File: config.mk
export PLATFORM = sky130hd
export DESIGN_NAME = hp_pack_round_flat
export DESIGN_NICKNAME = d
export VERILOG_FILES = /design/src/rtl/hp_pack_round_if.sv /design/src/rtl/hp_pack_round.sv /design/src/flat_wrapper.sv
export SDC_FILE = /design/constraint.sdc
export NUM_CORES = 1
export LEC_CHECK = 0
export ABC_AREA = 1
export BUFFER_PORTS_ARGS = -buffer_cell sky130_fd_sc_hd__buf_2
export CAP_MARGIN = 20
export CORE_UTILIZATION = 35
export CTS_CLUSTER_DIAMETER = 50
export DETAILED_ROUTE_END_ITERATION = 10
export GPL_ROUTABILITY_DRIVEN = 1
export HOLD_SLACK_MARGIN = 0.1
export SLEW_MARGIN = 40
export SYNTH_ARGS = -nofsm -noshare
export SYNTH_HDL_FRONTEND = slang
export SYNTH_SLANG_ARGS = --single-unit
File: constraint.sdc
create_clock -name clk -period 3.7 [get_ports clk]
set_input_delay 0.37 -clock clk [delete_from_list [all_inputs] [get_ports clk]]
set_output_delay 0.37 -clock clk [all_outputs]
set_load 0.02 [all_outputs]
File: src/rtl/hp_pack_round_if.sv
// hp_pack_round_if: operand-in / packed-result-out handshake bundle.
// master drives operands and out_ready; slave is the packer.
interface hp_pack_round_if #(
  parameter int NEXP   = 8,
  parameter int NSIG   = 7,
  parameter int NGUARD = 3
);
  logic                          in_valid;
  logic                          in_ready;
  logic                          in_sign;
  logic signed [NEXP+1:0]        in_exp;
  logic        [NSIG+NGUARD:0]   in_sig;
  logic        [5:0]             in_class;
  logic                          out_valid;
  logic                          out_ready;
  logic        [NEXP+NSIG:0]     out_bf;
  logic        [4:0]             out_flags;

  modport master (
    output in_valid, in_sign, in_exp,
    output in_sig, in_class, out_ready,
    input  in_ready, out_valid,
    input  out_bf, out_flags
  );

  modport slave (
    input  in_valid, in_sign, in_exp,
    input  in_sig, in_class, out_ready,
    output in_ready, out_valid,
    output out_bf, out_flags
  );
endinterface

File: src/rtl/hp_pack_round.sv
// hp_pack_round: unpacked sign/exp/sig -> packed bf16-style word, RNE.
// Define HP_PACK_FTZ_EN to flush tiny results instead of denormalizing.
module hp_pack_round #(
  parameter int NEXP   = 8,
  parameter int NSIG   = 7,
  parameter int NGUARD = 3
) (
  input logic            clk,
  input logic            rst_n,
  hp_pack_round_if.slave io
);
  localparam int SW   = NSIG + 1 + NGUARD;
  localparam int EW   = NEXP + 2;
  localparam int BW   = NEXP + NSIG + 1;
  localparam int KMAX = NSIG + NGUARD + 2;
  localparam int CW   = $clog2(KMAX + 1);

  localparam logic signed [EW-1:0] BIAS =
    EW'((1 << (NEXP - 1)) - 1);
  localparam logic signed [EW-1:0] EMAX =
    EW'((1 << NEXP) - 1);
  localparam logic signed [EW:0] KMAX_S =
    (EW + 1)'(KMAX);
  localparam logic [BW-1:0] QNAN =
    {1'b0, {NEXP{1'b1}}, 1'b1, {(NSIG-1){1'b0}}};

  typedef enum logic [1:0] {
    S_IDLE,
    S_SHIFT,
    S_ROUND,
    S_DONE
  } state_e;

  typedef enum logic [2:0] {
    K_NUM,
    K_ZERO,
    K_INF,
    K_QNAN,
    K_SNAN,
    K_FTZ
  } kind_e;

  state_e               state_q, state_d;
  kind_e                kind_q, kind_d;
  logic                 sign_q, sign_d;
  logic signed [EW-1:0] exp_q, exp_d;
  logic [SW-1:0]        sig_q, sig_d;
  logic                 sticky_q, sticky_d;
  logic                 tiny_q, tiny_d;
  logic [CW-1:0]        cnt_q, cnt_d;
  logic [BW-1:0]        bf_q, bf_d;
  logic [4:0]           flags_q, flags_d;

  logic                 in_ready;
  logic                 accept;
  logic signed [EW-1:0] biased;
  logic signed [EW:0]   kfull;
  logic [CW-1:0]        k_in;
  kind_e                kind_in;

  logic                 lsb, g, rs, inc;
  logic                 carry, inexact, ovf;
  logic [NSIG+1:0]      mant;
  logic [NSIG-1:0]      frac;
  logic signed [EW-1:0] exp_r;
  logic [BW-1:0]        res_bf;
  logic [4:0]           res_fl;

  assign in_ready     = (state_q == S_IDLE) && rst_n;
  assign accept       = io.in_valid && in_ready;
  assign io.in_ready  = in_ready;
  assign io.out_valid = (state_q == S_DONE);
  assign io.out_bf    = bf_q;
  assign io.out_flags = flags_q;

  // Operand classification at accept time
  always_comb begin
    biased  = io.in_exp + BIAS;
    kfull   = {{EW{1'b0}}, 1'b1}
            - {biased[EW-1], biased};
    k_in    = (kfull > KMAX_S) ? CW'(KMAX)
                               : kfull[CW-1:0];
    kind_in = K_NUM;
    unique case (1'b1)
      io.in_class[5]: kind_in = K_SNAN;
      io.in_class[4]: kind_in = K_QNAN;
      io.in_class[3]: kind_in = K_INF;
      io.in_class[2]: kind_in = K_ZERO;
      io.in_class[1]: kind_in = K_NUM;
      io.in_class[0]: kind_in = K_NUM;
      default:        kind_in = K_NUM;
    endcase
    if (kind_in == K_NUM && io.in_sig == '0)
      kind_in = K_ZERO;
  end

  // Round-to-nearest-even and result packing
  always_comb begin
    lsb   = sig_q[NGUARD];
    g     = sig_q[NGUARD-1];
    rs    = (|sig_q[NGUARD-2:0]) | sticky_q;
    inc   = g & (lsb | rs);
    mant  = {1'b0, sig_q[SW-1:NGUARD]}
          + {{(NSIG+1){1'b0}}, inc};
    carry = mant[NSIG+1];
    frac  = carry ? mant[NSIG:1]
                  : mant[NSIG-1:0];
    // a tiny value that rounds up into the hidden bit becomes exp 1
    exp_r = tiny_q
          ? {{(EW-1){1'b0}}, mant[NSIG]}
          : exp_q + {{(EW-1){1'b0}}, carry};
    inexact = g | rs;
    ovf     = (exp_r >= EMAX);
    res_bf  = '0;
    res_fl  = '0;
    unique case (kind_q)
      K_ZERO: begin
        res_bf = {sign_q, {(BW-1){1'b0}}};
      end
      K_INF: begin
        res_bf = {sign_q, {NEXP{1'b1}},
                  {NSIG{1'b0}}};
      end
      K_QNAN: begin
        res_bf = QNAN;
      end
      K_SNAN: begin
        res_bf = QNAN;
        res_fl = 5'b00001;
      end
      K_FTZ: begin
        res_bf = {sign_q, {(BW-1){1'b0}}};
        res_fl = 5'b11000;
      end
      default: begin
        if (ovf) begin
          res_bf = {sign_q, {NEXP{1'b1}},
                    {NSIG{1'b0}}};
          res_fl = 5'b10100;
        end else begin
          res_bf = {sign_q, exp_r[NEXP-1:0], frac};
          res_fl = {inexact, tiny_q & inexact,
                    3'b000};
        end
      end
    endcase
  end

  always_comb begin
    state_d  = state_q;
    kind_d   = kind_q;
    sign_d   = sign_q;
    exp_d    = exp_q;
    sig_d    = sig_q;
    sticky_d = sticky_q;
    tiny_d   = tiny_q;
    cnt_d    = cnt_q;
    bf_d     = bf_q;
    flags_d  = flags_q;
    unique case (state_q)
      S_IDLE: begin
        if (accept) begin
          sign_d   = io.in_sign;
          sig_d    = io.in_sig;
          sticky_d = 1'b0;
          tiny_d   = 1'b0;
          exp_d    = biased;
          cnt_d    = k_in;
          kind_d   = kind_in;
          state_d  = S_ROUND;
          if (kind_in == K_NUM && biased < 1) begin
            tiny_d = 1'b1;
            exp_d  = '0;
`ifdef HP_PACK_FTZ_EN
            kind_d = K_FTZ;
`else
            state_d = S_SHIFT;
`endif
          end
        end
      end
      S_SHIFT: begin
        sig_d    = sig_q >> 1;
        sticky_d = sticky_q | sig_q[0];
        cnt_d    = cnt_q - 1'b1;
        if (cnt_q == CW'(1))
          state_d = S_ROUND;
      end
      S_ROUND: begin
        bf_d    = res_bf;
        flags_d = res_fl;
        state_d = S_DONE;
      end
      S_DONE: begin
        if (io.out_ready)
          state_d = S_IDLE;
      end
      default: state_d = S_IDLE;
    endcase
  end

  always_ff @(posedge clk) begin
    if (!rst_n) begin
      state_q  <= S_IDLE;
      kind_q   <= K_NUM;
      sign_q   <= 1'b0;
      exp_q    <= '0;
      sig_q    <= '0;
      sticky_q <= 1'b0;
      tiny_q   <= 1'b0;
      cnt_q    <= '0;
      bf_q     <= '0;
      flags_q  <= '0;
    end else begin
      state_q  <= state_d;
      kind_q   <= kind_d;
      sign_q   <= sign_d;
      exp_q    <= exp_d;
      sig_q    <= sig_d;
      sticky_q <= sticky_d;
      tiny_q   <= tiny_d;
      cnt_q    <= cnt_d;
      bf_q     <= bf_d;
      flags_q  <= flags_d;
    end
  end
endmodule

File: src/flat_wrapper.sv
// flat-port wrapper written by rule: the top's interface ports become plain ports
module hp_pack_round_flat 
#(
  parameter int NEXP   = 8,
  parameter int NSIG   = 7,
  parameter int NGUARD = 3
)
  (clk, rst_n, io_in_valid, io_in_sign, io_in_exp, io_in_sig, io_in_class, io_out_ready, io_in_ready, io_out_valid, io_out_bf, io_out_flags);
  hp_pack_round_if #(.NEXP(NEXP), .NSIG(NSIG), .NGUARD(NGUARD)) io_i ();
  input logic clk;
  input logic rst_n;
  input wire logic [$bits(io_i.in_valid)-1:0] io_in_valid;
  input wire logic [$bits(io_i.in_sign)-1:0] io_in_sign;
  input wire logic [$bits(io_i.in_exp)-1:0] io_in_exp;
  input wire logic [$bits(io_i.in_sig)-1:0] io_in_sig;
  input wire logic [$bits(io_i.in_class)-1:0] io_in_class;
  input wire logic [$bits(io_i.out_ready)-1:0] io_out_ready;
  output wire logic [$bits(io_i.in_ready)-1:0] io_in_ready;
  output wire logic [$bits(io_i.out_valid)-1:0] io_out_valid;
  output wire logic [$bits(io_i.out_bf)-1:0] io_out_bf;
  output wire logic [$bits(io_i.out_flags)-1:0] io_out_flags;
  assign io_i.in_valid = io_in_valid;
  assign io_i.in_sign = io_in_sign;
  assign io_i.in_exp = io_in_exp;
  assign io_i.in_sig = io_in_sig;
  assign io_i.in_class = io_in_class;
  assign io_i.out_ready = io_out_ready;
  assign io_in_ready = io_i.in_ready;
  assign io_out_valid = io_i.out_valid;
  assign io_out_bf = io_i.out_bf;
  assign io_out_flags = io_i.out_flags;
  hp_pack_round #(.NEXP(NEXP), .NSIG(NSIG), .NGUARD(NGUARD)) u_core (.clk(clk), .rst_n(rst_n), .io(io_i));
endmodule
-- Word-level counts from Yosys, hierarchy flattened
Cells that the tools add are included.
- register bits after elaboration: 54
- bits of input ports: 32
- output and inout bits: 23
- logic and storage cells: 74
- $add $sub $neg: 5
- order comparisons: 3
- eq/ne operators: 12
- multiplexer cells: 22
- bitwise logic cells: 6
- reductions and logical operators: 16
- operators by type and width (operator ; count):
    one-hot mux 16 bit (3 select lines) ; 1
    one-hot mux 11 bit (2 select lines) ; 1
    2-to-1 mux 10 bit ; 2
    2-to-1 mux 15 bit ; 1
    one-hot mux 5 bit (3 select lines) ; 1
    one-hot mux 3 bit (4 select lines) ; 1
    > comparator 11 x 5 -> 1 bit (second input constant) ; 1
    logical NOT 11 bit ; 1
    2-to-1 mux 11 bit ; 1
    subtractor 2 x 10 -> 11 bit (first input constant) ; 1
    adder 10 x 1 -> 10 bit ; 1
    adder 10 x 8 -> 10 bit (second input constant) ; 1
    greater-or-equal comparator 10 x 9 -> 1 bit (second input constant) ; 1
    less-than comparator 10 x 2 -> 1 bit (second input constant) ; 1
    adder 8 x 1 -> 9 bit ; 1
    2-to-1 mux 2 bit ; 4
    2-to-1 mux 4 bit ; 2
    one-hot mux 2 bit (4 select lines) ; 1
    one-hot mux 4 bit (2 select lines) ; 1
    2-to-1 mux 7 bit ; 1
    == test 3 x 2 -> 1 bit (second input constant) ; 2
    == test 3 bit (second input constant) ; 2
    logical NOT 3 bit ; 2
    OR reduction 2 bit ; 3
    other kinds (19) ; 30

-- Logic depth before layout (Yosys ltp)
- word-level depth: 10
- depth in mapped cells: 24
- mapped depth without buffers: 23

-- Worst setup path after synthesis
Ideal clock, no wire load.
- path kind: register to register
- from: reg u_core.sig_q[2]
- to: reg u_core.bf_q[6] (netlist: u_core.io.out_bf[6])
- arrival: 2719 ps
- setup slack: 864 ps
- cell stages (with the launch flop): 24
- path buffers: 1
- period minus slack after synthesis: 2836 ps
- cells stage by stage: dfxtp_1 -> nand2_1 -> inv_1 -> ha_1 -> nand2_1 -> nor2_1 -> inv_1 -> nor2_1 -> nand4_1 -> inv_1 -> ha_1 -> ha_1 -> nand3_1 -> nor2_1 -> nand2_1 -> nand2_1 -> nand3_1 -> nor2_1 -> nand3_1 -> nand2_2 -> nand2_2 -> buf_6 -> a21oi_1 -> nor2_1
- longest elaborated chain between the ends: 7
- elaborated cells on any way between the ends: 8
- classes of those cells: 2 x add/sub; 1 x order compare; 4 x mux; 1 x bitwise
- ends and longest elaborated chain (element ; line ; RTL):
    start: declaration ; hp_pack_round.sv:47 ; logic [SW-1:0] sig_q, sig_d;
    start signal: assignment ; hp_pack_round.sv:219 ; sig_q <= sig_d;
    AND 1 bit (*) ; hp_pack_round.sv:102 ; inc = g & (lsb | rs);
    adder 8 x 1 -> 9 bit (*) ; hp_pack_round.sv:104 ; + {{(NSIG+1){1'b0}}, inc};
    adder 10 x 1 -> 10 bit ; hp_pack_round.sv:111 ; : exp_q + {{(EW-1){1'b0}}, carry};
    2-to-1 mux 10 bit ; hp_pack_round.sv:110 ; ? {{(EW-1){1'b0}}, mant[NSIG]}
    greater-or-equal comparator 10 x 9 -> 1 bit ; hp_pack_round.sv:113 ; ovf = (exp_r >= EMAX);
    2-to-1 mux 15 bit (*) ; hp_pack_round.sv:136 ; if (ovf) begin
    one-hot mux 16 bit (3 select lines) (*) ; hp_pack_round.sv:116 ; unique case (kind_q)
    end signal: assignment ; hp_pack_round.sv:212 ; bf_q <= '0;
    end signal: assignment ; hp_pack_round.sv:223 ; bf_q <= bf_d;
    end: declaration ; hp_pack_round.sv:51 ; logic [BW-1:0] bf_q, bf_d;
Mark *: on every way between the ends. The rest lies on a longest branch, timed or not.
A chain may end at the register's enable or synchronous reset.

-- Worst setup path after layout
- from: reg u_core.sig_q[2]
- to: reg u_core.bf_q[11] (netlist: u_core.io.out_bf[11])
- longest elaborated chain between the ends: 7
- ends and longest elaborated chain (element ; line):
    AND 1 bit (*) ; hp_pack_round.sv:102
    adder 8 x 1 -> 9 bit (*) ; hp_pack_round.sv:104
    adder 10 x 1 -> 10 bit ; hp_pack_round.sv:111
    2-to-1 mux 10 bit (*) ; hp_pack_round.sv:110
    greater-or-equal comparator 10 x 9 -> 1 bit ; hp_pack_round.sv:113
    2-to-1 mux 15 bit (*) ; hp_pack_round.sv:136
    one-hot mux 16 bit (3 select lines) (*) ; hp_pack_round.sv:116
Marks and branches as above.

==> key figures <==
Synth
  • Synth cell types: 35
  • #FFs+latches synth: 53
  • Sequential area share after synthesis: around a third
  • Yosys warns: 0
  • Syn Inst Count: between 400 and 500
  • Post-synthesis average cell area: around 6.6 sq um
  • Syn nets: roughly 540
  • Post-synth design cell area: roughly 3300 sq um

Floorplanning
  • Rows: 34
  • Top Ports: 55
  • Die area: slightly below 10000 sq um
  • Horiz. Die Dim: roughly 98 um
  • Die Y: 98.37 um
  • Initial Util: ~37%
  • Core Region: 8848 sq um

Routing
  • Post-route ant nets: 0
  • Drt total wl: just over 8 mm
  • DRC violations left: 0
  • Drt wl/cell: between 10 and 15 um
  • Vias per cell: 5.043
  • Via count: between 3000 and 4000
  • Drt first pass iters: 7
  • Initial drt markers: between 100 and 150

GRT
  • All-Layer GR Usage: 17.66%
  • GR Overflow Total: 0
  • Vias in the first global route: 3002
  • Largest net degree at the start of global routing: 31
  • First-pass GRT wire length: approximately 14 mm
  • Antenna violations before repair: 0

Clock tree
  • Clk sinks: 53
  • Clk_lat worst skew: 0.32 ns
  • Clock slew at reported path FFs: around 0.11 ns
  • H-tree depth: 2
  • CTS tree: yes
  • CTS Buf Count: 5
  • Clock Root Buffer: clkbuf_8
  • Clock Tree Buf Depth: 2

STA
  • Final Hold Viols: 0
  • WHS: around 0.25 ns
  • Fmax: approximately 0.31 GHz
  • Crit path time final: 3.205 ns
  • Rel. slew slack: between 60% and 70%
  • Fin crit share: between 80% and 90%
  • Least-Margin Pin Slew: roughly 0.6 ns
  • Max-slew violations: 0
  • Setup TNS: 0 ns
  • Clock Skews: ~0.014 ns
  • Final setup viols: 0

Final layout
  • Ant diodes: 0
  • Share of cells above drive strength 1: between 10% and 20%
  • Nets: around 580
  • Post-Route Utilization: between 40% and 50%
  • Most common cell after layout, fill and taps aside: nand2_1
  • P&R area growth vs syn: 13.90%
  • Most frequent cells in the layout: 114 x nand2_1, 53 x dfxtp_1, 51 x a21oi_1, 51 x buf_2, 49 x inv_1

Worst setup path
  • CP endpoint kind: flip-flop
  • Max FO, Critical Path: 15
  • CP Launch Type: flip-flop
  • Crit Path Category: flip-flop to flip-flop
  • Data arrival, critical path: between 3 and 4 ns
  • WP data required: approximately 4.0 ns

Min path
  • Min-Delay Path Class: input port to flip-flop

Power and ir drop
  • Switching Share: between 40% and 50%
  • Static Leak: 1.685 nW
  • Logic pwr share: approximately two fifths
  • Clock power share: 19.8%
  • Sequential power share: about two fifths
  • Cell Int Power: between 1 and 1.5 mW
  • Switching power: 0.8772 mW
  • Peak VDD IR: between 0.00015 and 0.0002 V
  • Power per standard cell area: between 500 and 600 nW/um^2

Placement
  • GPL Wtd Cong: between 0.8 and 0.9
  • DP HPWL: 6.128 mm
  • Port bufs: 51

Job
  • Max_cap viols: 0

Outcome
  • Status: completed
[power groups by stage]
stage | sequential (mW) | combinational, mW | clock (mW)
after global routing | 0.815 | 0.974 | 0.452
after floorplan | 0.856 | 0.562 | 0
after global placement | 0.804 | 0.845 | 0
final | 0.795 | 0.862 | 0.408
after CTS | 0.795 | 0.861 | 0.420
after detailed placement | 0.809 | 0.855 | 0
[area by class of cell]
cell class	count	area, sq um
Fill cell	953	5146
Sequential cell	53	1061
Timing Repair Buffer	55	285.3
Multi-Input combinational cell	366	1898
Clock inverter	3	43.79
Tap cell	108	135.1
Clock buffer	5	68.82
Inverter	56	210.2
[routing by layer]
layer | wire (um) | up-vias | global-route usage (%) | part of all wire [%]
met5 | 0 | - | 0 | 0
met3 | 316 | 9 | 3.293 | 3.9
met1 | 3987 | 1466 | 24.12 | 49
met4 | 110 | 0 | 3.674 | 1.4
met2 | 3670 | 70 | 29.04 | 45
li1 | - | 1713 | - | -
[state kept, by name, indices dropped and copies added, names as in the netlist]
register and flops:
u_core.kind_q 3, u_core.state_q 2, u_core.sig_q 11, u_core.cnt_q 4, u_core.sticky_q 1, u_core.exp_q 10, u_core.io.out_bf 16, u_core.sign_q 1
u_core.io.out_flags 4, u_core.tiny_q 1
[critical path, cell delays in order, from the launching register on]
cell	delay [ns]
dfxtp_1	0.37
nand2_1	0.11
inv_1	0.07
ha_1	0.15
nand2_1	0.07
nor2_1	0.09
inv_1	0.06
nor2_1	0.18
nand4_1	0.15
inv_1	0.16
ha_1	0.24
ha_1	0.21
nand3_1	0.14
nor2_2	0.15
nand2_1	0.06
nand2_1	0.06
nand3_1	0.10
nor2_1	0.12
nand3_1	0.09
nand2_2	0.09
nand2_2	0.17
nand2_1	0.12
nand2_1	0.06
a21oi_1	0.13
[kinds of logic after synthesis]
| group | count (synthesis) | synth area share, % |
|---|---|---|
| xor gates and xnor gates | 7 | 2.117 |
| buffers and inverters | 73 | 9.045 |
| muxes | 1 | 0.3079 |
| adders and majority gates | 13 | 5.004 |
| DFF | 53 | 32.64 |
| other | 1 | 0.1154 |
| AOI/OAI and AO/OA | 114 | 18.94 |
| and+or+nand+nor | 230 | 31.83 |
[through the flow]
step	setup WS [ns]	power (mW)	instances	cell area, sq um
6_report	0.4946	2.064	646	3702
5_1_grt	-0.01003	2.241	646	3702
4_1_cts	0.3361	2.076	645	3692
3_5_place_dp	0.3666	1.664	637	3580
3_3_place_gp	0.4644	1.649	637	3580
2_1_floorplan	0.8641	1.418	492	3251
[cells in the mapped netlist, drive strengths merged]
cell type	number	area, sq um
o21bai	2	15.01
o211ai	2	25.02
dfxtp	53	1061
nor3	5	25.02
clkbuf	13	48.80
ha	13	162.7
nand3	43	235.2
nand3b	3	22.52
a31oi	13	81.33
xor2	5	51.30
mux2i	1	10.01
nand2	123	484.2
inv	53	198.9
a211oi	1	7.510
a31o	1	8.760
a21oi	51	255.2
conb	1	3.750
nor2	44	192.7
a21boi	1	7.510
clkinv	3	11.26
o21ai	43	215.2
xnor2	2	17.52
and3	1	6.260
nor4	2	12.51
buf	4	35.03
nand4	9	56.30
[path summary, 6_finish.rpt]
path	from	to	slack, ns	depth (start not counted)
hold / removal	io_in_sign	u_core.sign_q	0.25	3
setup reg to reg	u_core.sig_q[2]	u_core.io.out_bf[11]	0.49	23
hold reg to reg	u_core.io.out_bf[1]	u_core.io.out_bf[1]	0.47	2
setup / recovery	u_core.sig_q[2]	u_core.io.out_bf[11]	0.49	23
[repair_timing]
item	4_1_cts	5_1_grt
hold buffers	0	0
gates resized for setup	0	1
setup buffers	0	1
endpoints found under the setup margin	0	15
No activity file was read; power rests on OpenSTA's default activity.
